### src/rtl/drum_step_audio_ctrl.sv
// drum_step_audio_ctrl
// Paces the drum patch-grid solver one step at a time, captures the middle
// node amplitude once a step has settled, scales/saturates it to 16-bit audio
// and queues it in a small FIFO drained by the codec through valid/ready.
// Also drives the solver's rho input.
//
// Optional feature macro: DRUM_RHO_NONLINEAR_EN
//   defined   : rho_out = min(RHO_MAX, rho_base + (mid^2 >>> (17+RHO_SHIFT)))
//               with the nonlinear term refreshed on every capture
//   undefined : rho_out is rho_base delayed by one cycle, no multiplier built

module drum_step_audio_ctrl #(
  parameter int          STEP_CYCLES = 18,
  parameter int          FIFO_DEPTH  = 8,
  parameter int          GAIN_SHIFT  = 0,
  parameter int          RHO_SHIFT   = 4,
  parameter logic [17:0] RHO_MAX     = 18'h04000
) (
  input  logic                          clock,
  input  logic                          reset,
  input  logic                          run,
  input  logic [17:0]                   mid_node_out,
  input  logic [17:0]                   rho_base,
  output logic                          solver_enable,
  output logic [17:0]                   rho_out,
  output logic [15:0]                   audio_data,
  output logic                          audio_valid,
  input  logic                          audio_ready,
  output logic [$clog2(FIFO_DEPTH):0]   fifo_level,
  output logic [15:0]                   step_count
);

  localparam int CW = $clog2(STEP_CYCLES + 1);
  localparam int AW = $clog2(FIFO_DEPTH);
  localparam int LW = AW + 1;
  localparam int W  = 18 + GAIN_SHIFT;

  // Reject configurations the datapath cannot represent.
  if (STEP_CYCLES < 1 || FIFO_DEPTH < 2 || (FIFO_DEPTH & (FIFO_DEPTH - 1)) != 0 ||
      GAIN_SHIFT < 0 || GAIN_SHIFT > 7 || RHO_SHIFT < 0 || RHO_SHIFT > 18 ||
      RHO_MAX[17]) begin : g_bad_config
    $error("drum_step_audio_ctrl: unsupported parameter combination");
  end

  typedef enum logic [1:0] {
    IDLE,
    WAIT,
    CAPTURE
  } state_t;

  state_t              state;
  logic [CW-1:0]       count;

  logic signed [W-1:0] scaled;
  logic [17:0]         saturated;
  logic [15:0]         sample;

  logic [15:0]         mem [FIFO_DEPTH];
  logic [AW-1:0]       wr_ptr;
  logic [AW-1:0]       rd_ptr;
  logic [AW-1:0]       rd_next;
  logic                push;
  logic                pop;
  logic                fifo_full;

  assign audio_valid = (fifo_level != '0);
  assign fifo_full   = (fifo_level == LW'(FIFO_DEPTH));
  assign pop         = audio_valid && audio_ready;
  // The start condition reserves a slot, so the full guard never blocks a real capture.
  assign push        = (state == CAPTURE) && (!fifo_full || pop);
  assign rd_next     = rd_ptr + AW'(1);

  // Step sequencer: one step in flight, enable pulse and step counter registered.
  always_ff @(posedge clock or negedge reset) begin
    if (!reset) begin
      state         <= IDLE;
      count         <= '0;
      solver_enable <= 1'b0;
      step_count    <= '0;
    end else begin
      solver_enable <= 1'b0;
      case (state)
        IDLE: begin
          if (run && !fifo_full) begin
            solver_enable <= 1'b1;
            count         <= CW'(STEP_CYCLES - 1);
            state         <= WAIT;
          end
        end
        WAIT: begin
          if (count == '0) begin
            state <= CAPTURE;
          end else begin
            count <= count - CW'(1);
          end
        end
        CAPTURE: begin
          step_count <= step_count + 16'd1;
          state      <= IDLE;
        end
        default: state <= IDLE;
      endcase
    end
  end

  // Gain shift with saturation to the 18-bit range, then keep the top 16 bits.
  always_comb begin
    scaled    = W'($signed(mid_node_out)) <<< GAIN_SHIFT;
    saturated = scaled[17:0];
    if (!(&scaled[W-1:17]) && (|scaled[W-1:17])) begin
      saturated = scaled[W-1] ? 18'h20000 : 18'h1FFFF;
    end
    sample = 16'(saturated >> 2);
  end

  // Sample storage; contents are only meaningful between the pointers.
  always_ff @(posedge clock) begin
    if (push) begin
      mem[wr_ptr] <= sample;
    end
  end

  // FIFO pointers, occupancy and the head register that drives audio_data.
  always_ff @(posedge clock or negedge reset) begin
    if (!reset) begin
      wr_ptr     <= '0;
      rd_ptr     <= '0;
      fifo_level <= '0;
      audio_data <= '0;
    end else begin
      if (push) begin
        wr_ptr <= wr_ptr + AW'(1);
      end
      if (pop) begin
        rd_ptr <= rd_next;
      end
      case ({push, pop})
        2'b10:   fifo_level <= fifo_level + LW'(1);
        2'b01:   fifo_level <= fifo_level - LW'(1);
        default: fifo_level <= fifo_level;
      endcase
      // Head follows the oldest entry; it holds its last value once the FIFO drains.
      if (push && (fifo_level == '0 || (pop && fifo_level == LW'(1)))) begin
        audio_data <= sample;
      end else if (pop && fifo_level >= LW'(2)) begin
        audio_data <= mem[rd_next];
      end
    end
  end

`ifdef DRUM_RHO_NONLINEAR_EN
  logic [17:0]        nl_term;
  logic signed [35:0] product;
  logic signed [18:0] rho_sum;

  assign product = $signed(mid_node_out) * $signed(mid_node_out);
  assign rho_sum = {rho_base[17], rho_base} + {1'b0, nl_term};

  // Nonlinear tension: refresh the amplitude-squared term on capture, clamp the sum.
  always_ff @(posedge clock or negedge reset) begin
    if (!reset) begin
      nl_term <= '0;
      rho_out <= '0;
    end else begin
      if (state == CAPTURE) begin
        nl_term <= 18'(product >>> (17 + RHO_SHIFT));
      end
      if (rho_sum > $signed({1'b0, RHO_MAX})) begin
        rho_out <= RHO_MAX;
      end else begin
        rho_out <= rho_sum[17:0];
      end
    end
  end
`else
  // Linear tension: rho is the base coefficient delayed by one cycle.
  always_ff @(posedge clock or negedge reset) begin
    if (!reset) begin
      rho_out <= '0;
    end else begin
      rho_out <= rho_base;
    end
  end
`endif

endmodule

### config.mk
export PLATFORM = sky130hd
export DESIGN_NAME = drum_step_audio_ctrl
export DESIGN_NICKNAME = d
export VERILOG_FILES = /design/src/rtl/drum_step_audio_ctrl.sv
export SDC_FILE = /design/constraint.sdc
export NUM_CORES = 1
export LEC_CHECK = 0
export CAP_MARGIN = 0
export CORE_UTILIZATION = 24
export CTS_BUF_LIST = sky130_fd_sc_hd__clkbuf_2
export DETAILED_ROUTE_END_ITERATION = 12
export HOLD_SLACK_MARGIN = 0.02
export PLACE_DENSITY = 0.42
export RECOVER_POWER = 100
export SLEW_MARGIN = 25
export SYNTH_ARGS = -nofsm -noshare
export SYNTH_HDL_FRONTEND = slang
export SYNTH_SLANG_ARGS = --single-unit
export TNS_END_PERCENT = 5
### constraint.sdc
create_clock -name clock -period 6.04 [get_ports clock]
set_input_delay 1.208 -clock clock [delete_from_list [all_inputs] [get_ports clock]]
set_output_delay 1.208 -clock clock [all_outputs]
set_load 0.01 [all_outputs]
==> impl_metrics.ini <==
[cells_and_area]
nFillCells = 3351
regArea_mm2 = 0.00555
area_growth_pct = 21.5
multi_input_area_mm2 = 0.00220
fin_util_pct = 29.7
final_area_mm2 = 0.00966
drive_gt1_share_pct = 7.23
nets = 699
finalNonFillerCells = 1108

[hold_path]
hp-class = flop to flop
hold_depth = 1
hold_end = step_count[15]
holdCritStartpoint = step_count[15]

[routing]
firstDrtPassIters = 4
avgRoutedWirePerCell_um = 17.1
drt_iter0_drc = 305
viasPerCell = 4.28
drtAntennaViolNets = 0
via_count = 4745
drt_wl_total_um = 19000
drc = 0

[floorplanning]
dieArea_mm2 = 0.0338
die_h_um = 184
num_io_pins = 96
fp.dieW_um = 184
initial_utilization_pct = 24.4
coreArea_mm2 = 0.0325
fp-row-count = 66

[synth]
yosysMostFrequentCell = edfxtp_1
synth_area_leaders = edfxtp_1, dfrtp_1, mux2i_1, nand3_1, xnor2_1
postSynthAreaPerCell_um2 = 14.3
synthArstFlopShare_pct = 34.7
syn-cell-area_mm2 = 0.00795
netlist_instances = 554
synth_ff_type = edfxtp_1
synth_cell_types = 48
yosys_register_bits = 196
synth_edf_count = 128
synth_top_area_share_pct = 48.4
yosysWarnings = 0
ys_top_cells_by_count = edfxtp_1, nand3_1, dfrtp_1
synth_fp_nets = 602
yosysSeqAreaShare_pct = 69.8
yosysTopAreaCell = edfxtp_1

[timing]
rsz0062_at_grt = no
fmax_ghz = 0.238
hold_viol = 0
slew_viol_final = 103
slew_headroom_pct = -179
fin_tns_setup_ns = 0
tightest_slew_ns = 4.19
fin_crit_ns = 4.21
finClkSkew_ns = 0.0681
fin_crit_sh_pct = 69.6
setup_violations = 0
holdWs_ns = 0.490

[setup_path]
crit_required_ns = 5.98
worst-setup-path-type = primary input to async pin
critical_path.top_delay_family = buffers and inverters
ff2ff_path_depth = 6
path_max_fanout = 68
slowest_stage = clkbuf_1
arrival_ns = 4.14
slowest_delay_ns = 2.90
critPathLaunch = reset
start_kind = primary input
crit_buf_inv = 1
r2r_setup_slack_ns = 2.21
regToRegEndpoint = audio_data[3]
crit_chain = clkbuf_1
rr_startpoint = rd_ptr[0]
worstSetupEndpointType = async pin

[placed_design]
port-buffer-count = 93
gp_congestion = 0.697
dp_hpwl_um = 11200
dpl_cell_area_mm2 = 0.00948
place_inst = 1071

[cts]
htreeDepth = 4
clockBufferDepth = 2
cts_tree = built
cts_root_buf = clkbuf_2
clock_sinks = 196
post_cts_buffers = 0
numCtsBuffers = 17
worstSkewPairLatency_ns = 0.78
clkSlewWorstSetupHoldPaths_ns = 0.26
postCtsHoldBufs = 0
cts_resized = 0

[global_routing]
grt_overflow_total = 0
track_usage_pct = 11.8
grt_pass1_wl_um = 29200
antenna_found_initial = 3
grt_pass1_vias = 4940
grt_max_degree = 69

[status]
violations = capacitance limit, slew limit
status = finished with violations

[pwr]
p_leak_nw = 3.60
ir_worst_vdd_uv = 345
p_per_area_mw_per_mm2 = 431

[run]
cap_violations = 2
registers in the layout (all words and copies together) (netlist names):
register       cells
audio_data        16
count              5
fifo_level         4
mem              128
rd_ptr             3
rho_out           18
solver_enable      1
state              2
step_count        16
wr_ptr             3
per-layer routing:
layer	GRT usage [%]	vias to the layer above	part of all wire (%)
met5	0	-	0.042
li1	-	2251	-
met4	3.93	2	1.4
met1	14.5	2386	44
met2	19.6	89	50
met3	3.45	17	4.7
cell families (layout without fill, tap and decap cells):
group | count (synthesis) | after routing | synth area share [%]
other | 0 | 2 | 0
XOR/XNOR | 25 | 25 | 2.76
buffers and inverters | 53 | 163 | 3.10
flip-flops | 196 | 196 | 69.8
AO/OA/AOI/OAI | 30 | 30 | 3.07
adder cells (fa/ha/maj) | 8 | 8 | 1.26
multiplexers | 66 | 66 | 8.39
AND/OR/NAND/NOR | 176 | 176 | 11.7
worst max-delay path by stage:
| stage | endpoint | cells after the start |
|---|---|---|
| floorplan | mem[0][0] | 3 |
| global route | rd_ptr[2] | 1 |
| global placement | mem[1][13] | 4 |
| finish | rd_ptr[2] | 1 |
| detailed placement | mem[4][13] | 3 |
| CTS | audio_valid | 4 |
power breakdown:
group          switching (mW)  internal [mW]
sequential              0.137           1.58
clock                   0.475          0.165
combinational            1.01          0.796
total                    1.62           2.54
cell usage in the layout, fill, tap and decap left out, types with 5 or more instances in the layout:
cell type	n
and3_1	5
clkbuf_1	12
clkbuf_2	18
dfrtp_1	68
dlygate4sd3_1	91
edfxtp_1	128
ha_1	7
inv_1	22
mux2i_1	64
nand2_1	35
nand2b_1	5
nand3_1	72
nand4_1	21
nor2_1	15
nor3_1	7
o221ai_1	16
xnor2_1	18
xor2_1	5
layout make-up:
type	instances	area share (%)
Antenna cell	2	0.0518
Clock buffer	18	0.933
Clock inverter	14	1.49
Inverter	22	0.855
Multi-Input combinational cell	305	22.7
Sequential cell	196	57.4
Tap cell	442	5.73
Timing Repair Buffer	109	10.8
metrics by stage:
step	total power, mW	setup WS (ns)
floorplan	2.96	2.37
global placement	3.56	2.45
detailed placement	3.61	2.49
CTS	4.28	2.03
global route	4.46	1.04
finish	4.16	1.83
Power figures use the tool's default switching activity.
==> edit: new RTL, same settings <==
Change the parameter `STEP_CYCLES` from 18 to 36.
--- a/src/rtl/drum_step_audio_ctrl.sv
+++ b/src/rtl/drum_step_audio_ctrl.sv
@@ -11,5 +11,5 @@
 
 module drum_step_audio_ctrl #(
-  parameter int          STEP_CYCLES = 18,
+  parameter int          STEP_CYCLES = 36,
   parameter int          FIFO_DEPTH  = 8,
   parameter int          GAIN_SHIFT  = 0,
Check against the original RTL: no difference found for any inputs over 10 cycles, from zero or initial values and one cycle with reset low; that may be too few to reach the edited logic, so the function may still have changed.
==> edit against the original RTL <==
The run still ends with max-capacitance violations, max-slew violations left; power shrank 3.3%; routed wire length shrank 2.8%; area after synthesis rose by 1.5%; maximum frequency down 3.5%; via count down 0.36%; sequential cell count up 1; setup slack lost 0.15 ns; cell area up 0.62%; register-to-register slack lost 0.15 ns; highest routed layer is now met4.
==> edit: results (changes against the original RTL) <==
* Status: finished, violations left
* Failing checks: max-capacitance violations, max-slew violations
* Rel. slew slack at -1.69 (+0.100)
* Max Fclk at 230 MHz (-3.5%)
* Number of DRC markers in iteration 0 at 408 (+34%)
* Post-synthesis sequential area ratio at 0.691 (-0.00696)
* Wirelength, routed at 18.5 mm (-2.8%)
* Post-Place Setup Slack at 1.94 ns (-0.552 ns)
* Final hold slack at 0.498 ns (+0.00768 ns)
* CP peak stage delay at 1.42 ns (-1.48 ns)
* CTS clk-pin slew, worst paths at 0.29 ns (+0.03 ns)
* Total track usage at 0.113 (-0.00501)
* Fin nets at 696 (-0.43%)
* Post-synthesis mux area share at 0.0861 (+0.00220)
* Slew Limit Fails at 165 (+60%)
* FF-to-FF setup slack at 2.06 ns (-0.15 ns)
* Post-synth ARST share at 0.350 (+0.00332)
* Clock Latency Late Sink at 0.74 ns (-0.04 ns)
* Worst Path Arrival at 4.93 ns (+0.79 ns)
* Max Cap Violations at 7 (+5)
* Hpwl dp at 11.1 mm (-0.94%)
* Fraction of power spent switching nets at 0.391 (+0.00150)
* Layout cells sized above 1 at 0.0894 (+0.0171)
* Fill cell count at 3315 (-1.1%)
* Crit-path max FO at 18 (-74%)
* Clock buffer depth at 2 (unchanged)
* Clock Skew at 0.0386 ns (-0.0295 ns)
* Largest net degree at the start of global routing at 70 (+1.4%)
* Synth Area in Compound Gates at 0.0419 (+0.0112)
* GPL Wtd Cong at 0.704 (+1.0%)
* Critical path's slowest cell: or2_0
* Peak supply drop at 245 µV (-29%)
* R2r worst-path depth at 7 (+1)
* Commonest cells post-synth: edfxtp_1, nand3_1, dfrtp_1
* LEAKAGE at 3.62 nW (+0.57%)
* CP Depth at 6 (+5)
* Routed vias/inst at 4.28 (about the same)
* Top post-synthesis cells by area: edfxtp_1, dfrtp_1, mux2i_1
* Post-Syn Nets at 604 (+0.33%)
[edit: cell types whose count changed after synthesis, moves of 3 or more]
| cell | before | now |
|---|---|---|
| o221ai_1 | 16 | 5 |
| nor2_1 | 15 | 12 |
| o221ai_2 | 0 | 11 |
| and3_1 | 5 | 2 |
| xor2_1 | 6 | 10 |
| xnor2_1 | 19 | 14 |
| nor3_1 | 8 | 5 |
[edit: worst paths after layout]
path,startpoint,to
worst max register to register,fifo_level[1],audio_data[3]
worst min register to register,count[5],count[5]
worst min-delay path,count[5],count[5]
min in group asynchronous,reset,audio_data[15]
max in group asynchronous,reset,rd_ptr[0]
worst max-delay path,audio_ready,audio_data[3]
[edit: final cells by class]
class	count	area (µm²)	share of cell area
Clock inverter	13	134	0.0138
Multi-Input combinational cell	305	2280	0.235
Inverter	23	86.3	0.00888
Clock buffer	19	95.1	0.00978
Antenna cell	2	5.00	0.000515
Tap cell	442	553	0.0569
Sequential cell	197	5570	0.573
Timing Repair Buffer	103	996	0.102
[edit: metrics by stage]
| step | instances | area, µm² | util | power [mW] |
|---|---|---|---|---|
| 6_report | 1104 | 9720 | 0.296 | 4.02 |
| 5_1_grt | 1103 | 9720 | 0.296 | 4.31 |
| 4_1_cts | 1098 | 9750 | 0.297 | 4.11 |
| 3_5_place_dp | 1066 | 9520 | 0.290 | 3.47 |
| 3_3_place_gp | 1066 | 9500 | 0.290 | 3.43 |
| 2_1_floorplan | 555 | 8060 | - | 2.91 |
[edit: kinds of logic after synthesis]
group,Yosys count
muxes,69
xor gates and xnor gates,24
buffers and inverters,53
AOI/OAI and AO/OA,35
adders and majority gates,9
and+or+nand+nor,168
DFF,197
[edit: power by group through the flow]
| stage | sequential [mW] | combinational (mW) | clock, mW |
|---|---|---|---|
| floorplan | 1.71 | 1.21 | 0 |
| global placement | 1.72 | 1.72 | 0 |
| detailed placement | 1.72 | 1.75 | 0 |
| CTS | 1.69 | 1.75 | 0.666 |
| global route | 1.71 | 1.89 | 0.717 |
| finish | 1.68 | 1.72 | 0.625 |
[edit: routing by layer]
layer	vias up	GRT usage	share of wire
li1	2257	-	-
met1	2345	0.137	0.45
met2	112	0.195	0.50
met3	14	0.0271	0.044
met4	0	0.0380	0.0099
met5	-	0	0
